$ cat config.mk
export PLATFORM = sky130hd
export DESIGN_NAME = write_buffer_drain
export DESIGN_NICKNAME = d
export VERILOG_FILES = /design/src/rtl/write_buffer_drain_pkg.sv /design/src/rtl/write_buffer_drain_skid.sv /design/src/rtl/write_buffer_drain.sv
export SDC_FILE = /design/constraint.sdc
export NUM_CORES = 1
export LEC_CHECK = 0
export ABC_AREA = 1
export BUFFER_PORTS_ARGS = -buffer_cell sky130_fd_sc_hd__clkbuf_2
export CAP_MARGIN = 40
export CORE_MARGIN = 5
export CORE_UTILIZATION = 43
export DETAILED_ROUTE_END_ITERATION = 10
export PLACE_DENSITY = 0.9
export REMOVE_ABC_BUFFERS = 1
export SLEW_MARGIN = 20
export SYNTH_ARGS = -nofsm -noshare
export SYNTH_HDL_FRONTEND = slang
export SYNTH_SLANG_ARGS = --single-unit
export TNS_END_PERCENT = 100
$ cat constraint.sdc
create_clock -name clock -period 1.3 [get_ports clock]
set_input_delay 0.13 -clock clock [delete_from_list [all_inputs] [get_ports clock]]
set_output_delay 0.13 -clock clock [all_outputs]
set_load 0.05 [all_outputs]
$ cat src/rtl/write_buffer_drain_pkg.sv
// Shared types and entry layout helpers for the write-buffer drain block.
// Entry layout, MSB first: {word address, data, strobe}.
package write_buffer_drain_pkg;

    localparam int DEF_ADDR_W = 30;
    localparam int DEF_DATA_W = 32;
    localparam int STRB_LSB   = 0;

    typedef enum logic [1:0] {
        IDLE  = 2'd0,
        FETCH = 2'd1,
        SEND  = 2'd2
    } wbuf_state_t;

    function automatic int data_lsb(input int data_w);
        return data_w / 8;
    endfunction

    function automatic int addr_lsb(input int data_w);
        return data_w + data_w / 8;
    endfunction

    function automatic int entry_w(input int addr_w, input int data_w);
        return addr_w + data_w + data_w / 8;
    endfunction

endpackage

$ cat src/rtl/write_buffer_drain_skid.sv
// One-entry skid register holding a prefetched write entry.
// pend marks the cycle the FIFO read data arrives; valid marks a held entry.
module wbuf_drain_skid
    import write_buffer_drain_pkg::*;
#(
    parameter int ENTRY_W = 66,
    parameter int STRB_W  = 4
) (
    input  logic               clock,
    input  logic               reset,
    input  logic               launch,
    input  logic               abandon,
    input  logic               consume,
    input  logic [ENTRY_W-1:0] din,
    output logic               pend,
    output logic               valid,
    output logic [ENTRY_W-1:0] dout
);

    logic live;

    // Zero-strobe entries are dropped; a handshake during pend hands
    // the arriving entry to FETCH instead.
    assign live = pend & ~abandon & (din[STRB_LSB +: STRB_W] != '0);

    always_ff @(posedge clock) begin
        if (reset) begin
            pend  <= 1'b0;
            valid <= 1'b0;
            dout  <= '0;
        end else begin
            pend <= launch;
            if (live) begin
                valid <= 1'b1;
                dout  <= din;
            end else if (consume) begin
                valid <= 1'b0;
            end
        end
    end

endmodule

$ cat src/rtl/write_buffer_drain.sv
// Drains write-through buffer entries onto the memory write bus.
// Define WBUF_DRAIN_PREFETCH_EN to prefetch the next entry during SEND.
module write_buffer_drain
    import write_buffer_drain_pkg::*;
#(
    parameter int ADDR_W = DEF_ADDR_W,
    parameter int DATA_W = DEF_DATA_W,
    localparam int STRB_W  = DATA_W / 8,
    localparam int ENTRY_W = entry_w(ADDR_W, DATA_W),
    localparam int BYTE_W  = $clog2(STRB_W)
) (
    input  logic                     clock,
    input  logic                     reset,
    input  logic                     buf_empty,
    input  logic [ENTRY_W-1:0]       buf_dataout,
    output logic                     buf_rd,
    output logic                     mem_valid,
    output logic [ADDR_W+BYTE_W-1:0] mem_addr,
    output logic [DATA_W-1:0]        mem_wdata,
    output logic [STRB_W-1:0]        mem_wstrb,
    input  logic                     mem_ready,
    output logic                     drain_idle
);

    localparam int DATA_LSB = data_lsb(DATA_W);
    localparam int ADDR_LSB = addr_lsb(DATA_W);

    wbuf_state_t state, state_nxt;

    logic               hs;
    logic               pf_pend;
    logic               pf_valid;
    logic               pf_launch;
    logic [ENTRY_W-1:0] pf_entry;
    logic [STRB_W-1:0]  in_strb;

    assign hs      = mem_valid & mem_ready;
    assign in_strb = buf_dataout[STRB_LSB +: STRB_W];

`ifdef WBUF_DRAIN_PREFETCH_EN
    assign pf_launch = (state == SEND) & ~buf_empty & ~pf_pend & ~pf_valid;

    // A launch that coincides with a handshake goes straight to FETCH.
    wbuf_drain_skid #(
        .ENTRY_W (ENTRY_W),
        .STRB_W  (STRB_W)
    ) u_skid (
        .clock   (clock),
        .reset   (reset),
        .launch  (pf_launch & ~hs),
        .abandon (hs),
        .consume (hs & pf_valid),
        .din     (buf_dataout),
        .pend    (pf_pend),
        .valid   (pf_valid),
        .dout    (pf_entry)
    );
`else
    assign pf_launch = 1'b0;
    assign pf_pend   = 1'b0;
    assign pf_valid  = 1'b0;
    assign pf_entry  = '0;
`endif

    always_ff @(posedge clock) begin
        if (reset) state <= IDLE;
        else       state <= state_nxt;
    end

    always_comb begin
        state_nxt = state;
        unique case (state)
            IDLE:  if (!buf_empty) state_nxt = FETCH;
            FETCH: state_nxt = (in_strb != '0) ? SEND : IDLE;
            SEND: begin
                if (hs) begin
                    if (pf_valid)                 state_nxt = SEND;
                    else if (pf_pend | pf_launch) state_nxt = FETCH;
                    else                          state_nxt = IDLE;
                end
            end
            default: state_nxt = IDLE;
        endcase
    end

    always_comb begin
        buf_rd     = ((state == IDLE) & ~buf_empty) | pf_launch;
        drain_idle = buf_empty & (state == IDLE) & ~pf_pend & ~pf_valid;
    end

    always_ff @(posedge clock) begin
        if (reset) begin
            mem_valid <= 1'b0;
            mem_addr  <= '0;
            mem_wdata <= '0;
            mem_wstrb <= '0;
        end else begin
            unique case (state)
                FETCH: begin
                    mem_addr  <= {buf_dataout[ADDR_LSB +: ADDR_W], {BYTE_W{1'b0}}};
                    mem_wdata <= buf_dataout[DATA_LSB +: DATA_W];
                    mem_wstrb <= in_strb;
                    mem_valid <= (in_strb != '0);
                end
                SEND: begin
                    if (hs && pf_valid) begin
                        mem_addr  <= {pf_entry[ADDR_LSB +: ADDR_W], {BYTE_W{1'b0}}};
                        mem_wdata <= pf_entry[DATA_LSB +: DATA_W];
                        mem_wstrb <= pf_entry[STRB_LSB +: STRB_W];
                        mem_valid <= 1'b1;
                    end else if (hs) begin
                        mem_valid <= 1'b0;
                    end
                end
                default: ;
            endcase
        end
    end

endmodule

==> impl_results.rst, run 1 <==
.. list-table::
   :header-rows: 1

   * - Metric
     - Value
   * - Total of fill cells in the finished design
     - 495
   * - Floorplan die area
     - 0.007323 mm^2
   * - Final estimated routing congestion in global placement
     - 0.7657
   * - HPWL Detailed
     - 4560 um
   * - Pre-Repair DR Iteration Count
     - 4
   * - Number of placement rows
     - 27
   * - Final hold slack
     - 0.02599 ns
   * - WP data arrival
     - 1.12 ns
   * - Static power due to leakage
     - 1.585 nW
   * - Via count of the first global-routing pass
     - 2,389
   * - Count of placed standard cells in the final layout, fillers left out
     - 521
   * - Crit path kind
     - in -> out
   * - Antenna Nets Post-Route
     - 0
   * - YS warnings
     - 0
   * - Crit path max-delay cell type
     - dlygate4sd3_1
   * - TritonCTS Buffers
     - 9
   * - Tcrit/Tclk final
     - 96.15%
   * - Worst skew pair latency
     - 0.33 ns
   * - Die span in x
     - 85.58 um
   * - Detailed-route wire length
     - 6326 um
   * - Initial core utilization
     - 44.33%
   * - Pin count of the biggest net entering global routing
     - 70
   * - Type of the tightest min-delay check
     - in -> reg
   * - Time the worst path needs with I/O delays and setup
     - 1.250 ns
   * - Cell at the root of the clock tree
     - clkbuf_8
   * - Iter 0 DRT Violations
     - 115
   * - Overall via count from detail_route
     - 2,473
   * - Layout cell share with drive strength beyond 1
     - 37.64%
   * - Maximum root-to-sink buffer count
     - 2
   * - Slew Viols, Final
     - 0
   * - Per-cell routed wire length
     - 12.14 um
   * - Fraction of the yosys area taken by sequential cells
     - 56.24%
   * - Kind of start point of the critical path
     - input pin
   * - Number of design rule violations left after detail routing
     - 0
   * - First-pass GRT wire length
     - 10,340 um
   * - Cell-by-cell trace of the critical path
     - dlygate4sd3_1 > clkbuf_2 > inv_1 > nor2_4 > buf_8
   * - TritonCTS clock tree
     - done
   * - Num Clock Sinks
     - 69
   * - Power density relative to cell area
     - 1456 mW/mm^2
   * - Die height
     - 85.58 um
   * - Library cell occupying the most area in the post-synthesis netlist
     - dfxtp_1
   * - Cells after Synth
     - 311
   * - Vias per inst
     - 4.747
   * - # setup viols final
     - 0
   * - Layout area overhead
     - 40.65%
   * - IO Port Bufs
     - 138
   * - Crit. End Element
     - primary output
   * - Placed cell count
     - 503
   * - Biggest area contributors in the synthesized netlist
     - dfxtp_1 56%, nand2_1 21%, a21oi_1 14%
   * - Final design area excluding fillers
     - 0.003455 mm^2
   * - Highest cell delay on the worst timing path
     - 0.52 ns
   * - Fmax
     - 0.8000 GHz
   * - GRT Residual Overflow
     - 0
   * - Cell area after placement
     - 0.003182 mm^2
   * - Fin. Hold Viols
     - 0
   * - Area share of the largest cell type after synthesis
     - 56.24%
   * - Peak VDD IR
     - 0.0007329 V
   * - Clock slew seen by the registers of the worst setup and hold paths
     - 0.07 ns
   * - Number of antenna violations at the first check in global routing
     - 0
   * - Number of top-level pins
     - 141
   * - Synthesized flop and latch total
     - 69
   * - GR Util All Layers
     - 17.30%
   * - Core Box Area
     - 0.005540 mm^2
   * - Run status
     - finished clean
   * - Max Clock Skew
     - 0.009317 ns
   * - Count of max-cap constraint violations
     - 0
   * - Nets
     - 514
   * - Diodes inserted
     - 0
   * - Worst endpoint required time
     - 1.17 ns
   * - Cell class contributing the biggest share of worst-path delay
     - buffers and inverters
   * - Critical path fanouts, max
     - 3
   * - Synth unique cells
     - 14
   * - CTS H-tree lvls
     - 3
   * - Total buffers and inverters traversed by the critical path
     - 4
   * - Total design power
     - 5.028 mW
   * - Mapped cell area
     - 0.002456 mm^2
   * - Post-synthesis area per instance
     - 7.897 um^2
==> area by class of cell <==
cell class	instances	area, um^2	share of cell area, %
Tap cell	72	90.09	2.608
Clock buffer	12	165.2	4.781
Inverter	4	15.01	0.4346
Multi-Input combinational cell	215	927.1	26.84
Clock inverter	4	45.04	1.304
Timing Repair Buffer	145	828.3	23.98
Sequential cell	69	1384	40.06
==> metal layers <==
layer	up-vias	GRT usage (%)	share of wire, %
li1	1253	-	-
met1	1113	18.33	39
met2	99	31.14	49
met3	8	6.436	10
met4	0	6.475	1.4
met5	-	0	0
==> cells in the mapped netlist, drive strengths merged <==
master and n:
nand2 137, dfxtp 69, a21oi 68, buf 18
clkbuf 6, inv 4, nor2 4, nand3 3
conb 1, nor3 1
==> sequential cells by signal, indices dropped and copies added, names as in the netlist <==
signal and flops:
mem_addr 30, state 2, mem_wdata 32, mem_valid 1, mem_wstrb 4
==> layout by cell type (no fill, tap or decap), types with 3 or more instances in the layout <==
cell type  count
a21oi_1       68
nand2_1      135
nand3_1        3
dfxtp_1       67
clkbuf_8      12
clkinv_2       3
buf_12         5
inv_2          3
clkbuf_2     136
==> per-stage QoR <==
stage	setup slack, ns	setup TNS (ns)	util, %
detailed placement	0.2148	0	57.43
finish	0.05007	0	62.35
CTS	0.01038	0	61.77
global route	-0.01903	-0.01903	62.35
global placement	0.2798	0	57.43
floorplan	-0.3452	-19.12	-
==> power breakdown <==
group | internal (mW) | switching, mW | leakage [nW] | total (mW)
Clock | 1.03 | 0.742 | 0.112 | 1.78
Sequential | 2.22 | 0.0585 | 0.563 | 2.28
Combinational | 0.284 | 0.685 | 0.910 | 0.969
Total | 3.54 | 1.49 | 1.58 | 5.03
==> worst register-to-register path, cell delays in order (launching register included) <==
cell     delay (ns)
dfxtp_2        0.33
inv_2          0.10
nand2_4        0.08
inv_2          0.11
buf_12         0.18
nand2_1        0.11
a21oi_1        0.15
==> timing repair <==
action                     in CTS  in global routing
gates resized for setup         6                  9
setup buffers                   0                  1
hold buffers                    1                  0
setup endpoints to repair       2                  2
pin swaps                       1                  0
hold endpoints to repair        1                  0
==> logic make-up (layout without fill, tap and decap cells) <==
group	after synthesis	after routing	synth area share, %
AO/OA/AOI/OAI	68	68	13.86
buffers and inverters	28	165	7.081
flip-flops	69	69	56.24
other	1	2	0.1527
AND/OR/NAND/NOR	145	145	22.67
==> path summary, 6_finish.rpt <==
check	slack, ns	startpoint	cells after the start	endpoint
min	0.03	buf_dataout[50]	3	mem_addr[16]
max reg2reg	0.18	state[1]	6	mem_valid
max	0.05	buf_empty	5	drain_idle
min reg2reg	0.47	mem_addr[11]	2	mem_addr[11]
Note: power is estimated with default switching activity, not from simulation.
==> inputs of run 2 (changes only) <==
--- a/config.mk
+++ b/config.mk
@@ -6,12 +6,13 @@
 export NUM_CORES = 1
 export LEC_CHECK = 0
 export ABC_AREA = 1
-export BUFFER_PORTS_ARGS = -buffer_cell sky130_fd_sc_hd__clkbuf_2
 export CAP_MARGIN = 40
 export CORE_MARGIN = 5
-export CORE_UTILIZATION = 43
+export CORE_UTILIZATION = 48
 export DETAILED_ROUTE_END_ITERATION = 10
-export PLACE_DENSITY = 0.9
+export DONT_BUFFER_PORTS = 1
+export PLACE_DENSITY = 0.74
+export RECOVER_POWER = 50
 export REMOVE_ABC_BUFFERS = 1
 export SLEW_MARGIN = 20
 export SYNTH_ARGS = -nofsm -noshare
==> impl_results.rst, run 2 (synthesis results as in run 1) <==
.. list-table::
   :header-rows: 1

   * - Metric
     - Value
   * - Failing checks
     - hold timing
   * - First-pass GRT wire length
     - 9301 um (-10%)
   * - WP data arrival
     - 1.13 ns (about the same)
   * - Maximum root-to-sink buffer count
     - 2 (unchanged)
   * - Detailed-route wire length
     - 6157 um (-2.7%)
   * - Time the worst path needs with I/O delays and setup
     - 1.257 ns (+0.007383 ns)
   * - Type of the tightest min-delay check
     - in -> reg
   * - Via count of the first global-routing pass
     - 2,026 (-15%)
   * - Clock share of power
     - 31.3% (-4.0 points)
   * - Critical path fanouts, max
     - 3 (unchanged)
   * - Worst setup timing slack at the placement stage
     - 0.1767 ns (-0.03806 ns)
   * - Worst skew pair latency
     - 0.33 ns (about the same)
   * - Final estimated routing congestion in global placement
     - 0.7775 (+1.5%)
   * - Worst endpoint required time
     - 1.17 ns (about the same)
   * - Fmax
     - 0.7953 GHz (-0.59%)
   * - Num Clock Sinks
     - 69 (unchanged)
   * - Kind of start point of the critical path
     - flip-flop
   * - Net switching share of the total power
     - 31.40% (+1.9 points)
   * - Nets
     - 446 (-13%)
   * - TritonCTS clock tree
     - done
   * - Initial core utilization
     - 48.71% (+4.4 points)
   * - Die height
     - 81.53 um (-4.7%)
   * - Internal Pwr Total
     - 3.085 mW (-13%)
   * - GRT Residual Overflow
     - 0 (unchanged)
   * - # setup viols final
     - 0 (unchanged)
   * - End point of the critical path
     - buf_rd
   * - Count of max-cap constraint violations
     - 0 (unchanged)
   * - Final design area excluding fillers
     - 0.003010 mm^2 (-13%)
   * - Crit path kind
     - reg -> out
   * - Setup total negative slack
     - 0 ns (unchanged)
   * - Number of flip-flops under the largest register name
     - 32 (unchanged)
   * - Cell area after placement
     - 0.002964 mm^2 (-6.8%)
   * - Commonest cells after routing, fill and taps aside
     - 135 x nand2_1, 68 x a21oi_1, 68 x dfxtp_1, 67 x clkbuf_2, 9 x clkbuf_8
   * - CTS H-tree lvls
     - 3 (unchanged)
   * - Layout cell share with drive strength beyond 1
     - 25.72% (-12 points)
   * - Run status
     - finished, violations left
   * - Crit. End Element
     - primary output
   * - Max Clock Skew
     - 0.005875 ns (-0.003443 ns)
   * - Clock slew seen by the registers of the worst setup and hold paths
     - 0.07 ns (about the same)
   * - GR Util All Layers
     - 18.42% (+1.1 points)
   * - Overall via count from detail_route
     - 2,200 (-11%)
   * - Final hold slack
     - -0.1415 ns (-0.1675 ns)
   * - Pin count of the biggest net entering global routing
     - 70 (unchanged)
   * - FF-to-FF Start
     - state[1]
   * - Power density relative to cell area
     - 1494 mW/mm^2 (+2.6%)
   * - Launch point of the worst path
     - state[1]
   * - Per-cell routed wire length
     - 13.65 um (+12%)
   * - Pre-Repair DR Iteration Count
     - 4 (unchanged)
   * - Logic pwr share
     - 17.9% (-1.4 points)
   * - Multi-input gate area
     - 927.1 um^2 (unchanged)
   * - Post-CTS repair timing setup buffer count
     - 0 (unchanged)
   * - Core Box Area
     - 0.005042 mm^2 (-9.0%)
   * - Fin. Hold Viols
     - 68 (+68)
   * - Die span in x
     - 81.53 um (-4.7%)
   * - Tcrit/Tclk final
     - 96.72% (+0.57 points)
   * - Placed cell count
     - 433 (-14%)
   * - Largest regs
     - mem_wdata (32), mem_addr (30), mem_wstrb (4)
   * - Slack of the critical path
     - 0.04269 ns (-0.007383 ns)
   * - Floorplan die area
     - 0.006647 mm^2 (-9.2%)
   * - Count of hold buffers inserted by post-cts repair
     - 2 (+1)
   * - Number of antenna violations at the first check in global routing
     - 0 (unchanged)
   * - Total of fill cells in the finished design
     - 505 (+2.0%)
   * - Worst Reg2Reg Path Length in Cells
     - 4 (-2)
   * - Vias per inst
     - 4.878 (+2.8%)
   * - IO Port Bufs
     - 0 (-100%)
   * - RR Endpoint
     - state[0]
   * - Cell at the root of the clock tree
     - clkbuf_8
   * - Static power due to leakage
     - 1.262 nW (-20%)
   * - Sequential cell area in the final layout
     - 0.001385 mm^2 (about the same)
   * - Antenna Nets Post-Route
     - 0 (unchanged)
   * - NetSw
     - 1.412 mW (-5.0%)
   * - Most flops, register
     - mem_wdata
   * - Number of placement rows
     - 26 (-3.7%)
   * - Slew Viols, Final
     - 0 (unchanged)
   * - Number of design rule violations left after detail routing
     - 0 (unchanged)
   * - Setup repair after global routing missed its margin
     - false
   * - Share of total power in sequential cells
     - 50.8% (+5.4 points)
   * - Iter 0 DRT Violations
     - 100 (-13%)
   * - Diodes inserted
     - 0 (unchanged)
   * - TritonCTS Buffers
     - 9 (unchanged)
   * - Layout area overhead
     - 22.57%
   * - HPWL Detailed
     - 4436 um (-2.7%)
   * - Most frequent standard cell in the layout excluding fill and tap cells
     - nand2_1
   * - Count of placed standard cells in the final layout, fillers left out
     - 451 (-13%)
   * - Number of top-level pins
     - 141 (unchanged)
   * - Setup slack, reg-to-reg
     - 0.07 ns (-0.11 ns)
   * - Peak VDD IR
     - 0.0009238 V (+26%)
-- run 2: cell types whose count changed in the layout (fill, tap and decap cells not counted), sizes merged --
cell / delta
clkbuf: -71
clkinv: +3
bufinv: -1
dlygate4sd3: +1
-- run 2: routing by layer --
layer	global-route usage [%]	up-vias	part of all wire, %
met4	8.615	0	1.6
met5	0	-	0
met2	29.80	96	48
li1	-	1119	-
met1	20.58	978	38
met3	8.443	7	12
-- run 2: critical path: stages (launching register included) --
cell	delay, ns
dfxtp_1	0.33
inv_2	0.10
nand2_4	0.08
nor2_4	0.12
buf_6	0.16
-- run 2: area by class of cell --
cell class	count	share of cell area (%)
Tap cell	70	2.909
Multi-Input combinational cell	215	30.80
Clock buffer	10	4.239
Timing Repair Buffer	77	14.46
Inverter	4	0.5819
Clock inverter	6	0.9975
Sequential cell	69	46.01
-- run 2: metrics by stage --
stage          power, mW  utilization [%]
4_1_cts            4.601            62.41
6_report           4.497            59.70
3_5_place_dp       3.184            58.78
5_1_grt            4.700            59.70
2_1_floorplan      2.919                -
3_3_place_gp       3.166            58.78
-- run 2: worst min-delay path by stage --
stage,from,end,slack (ns),depth (start not counted)
floorplan,reset,mem_addr[10],0.20,1
global placement,reset,mem_addr[8],0.20,1
detailed placement,reset,mem_addr[8],0.21,1
CTS,reset,mem_addr[8],-0.15,1
global route,reset,mem_wdata[11],-0.16,1
finish,reset,mem_wdata[11],-0.14,1
-- run 2: what timing repair did --
item / in CTS / in global routing
resized for setup: 2 / 10
pin swaps: 1 / 2
endpoints found under the hold margin: 69 / 68
setup endpoints to repair: 2 / 3
-- run 2: power by group through the flow --
stage | clock network (mW) | logic, mW | registers, mW
2_1_floorplan | 0 | 0.231 | 2.69
3_3_place_gp | 0 | 0.840 | 2.33
3_5_place_dp | 0 | 0.854 | 2.33
4_1_cts | 1.45 | 0.863 | 2.28
5_1_grt | 1.54 | 0.864 | 2.29
6_report | 1.41 | 0.806 | 2.28
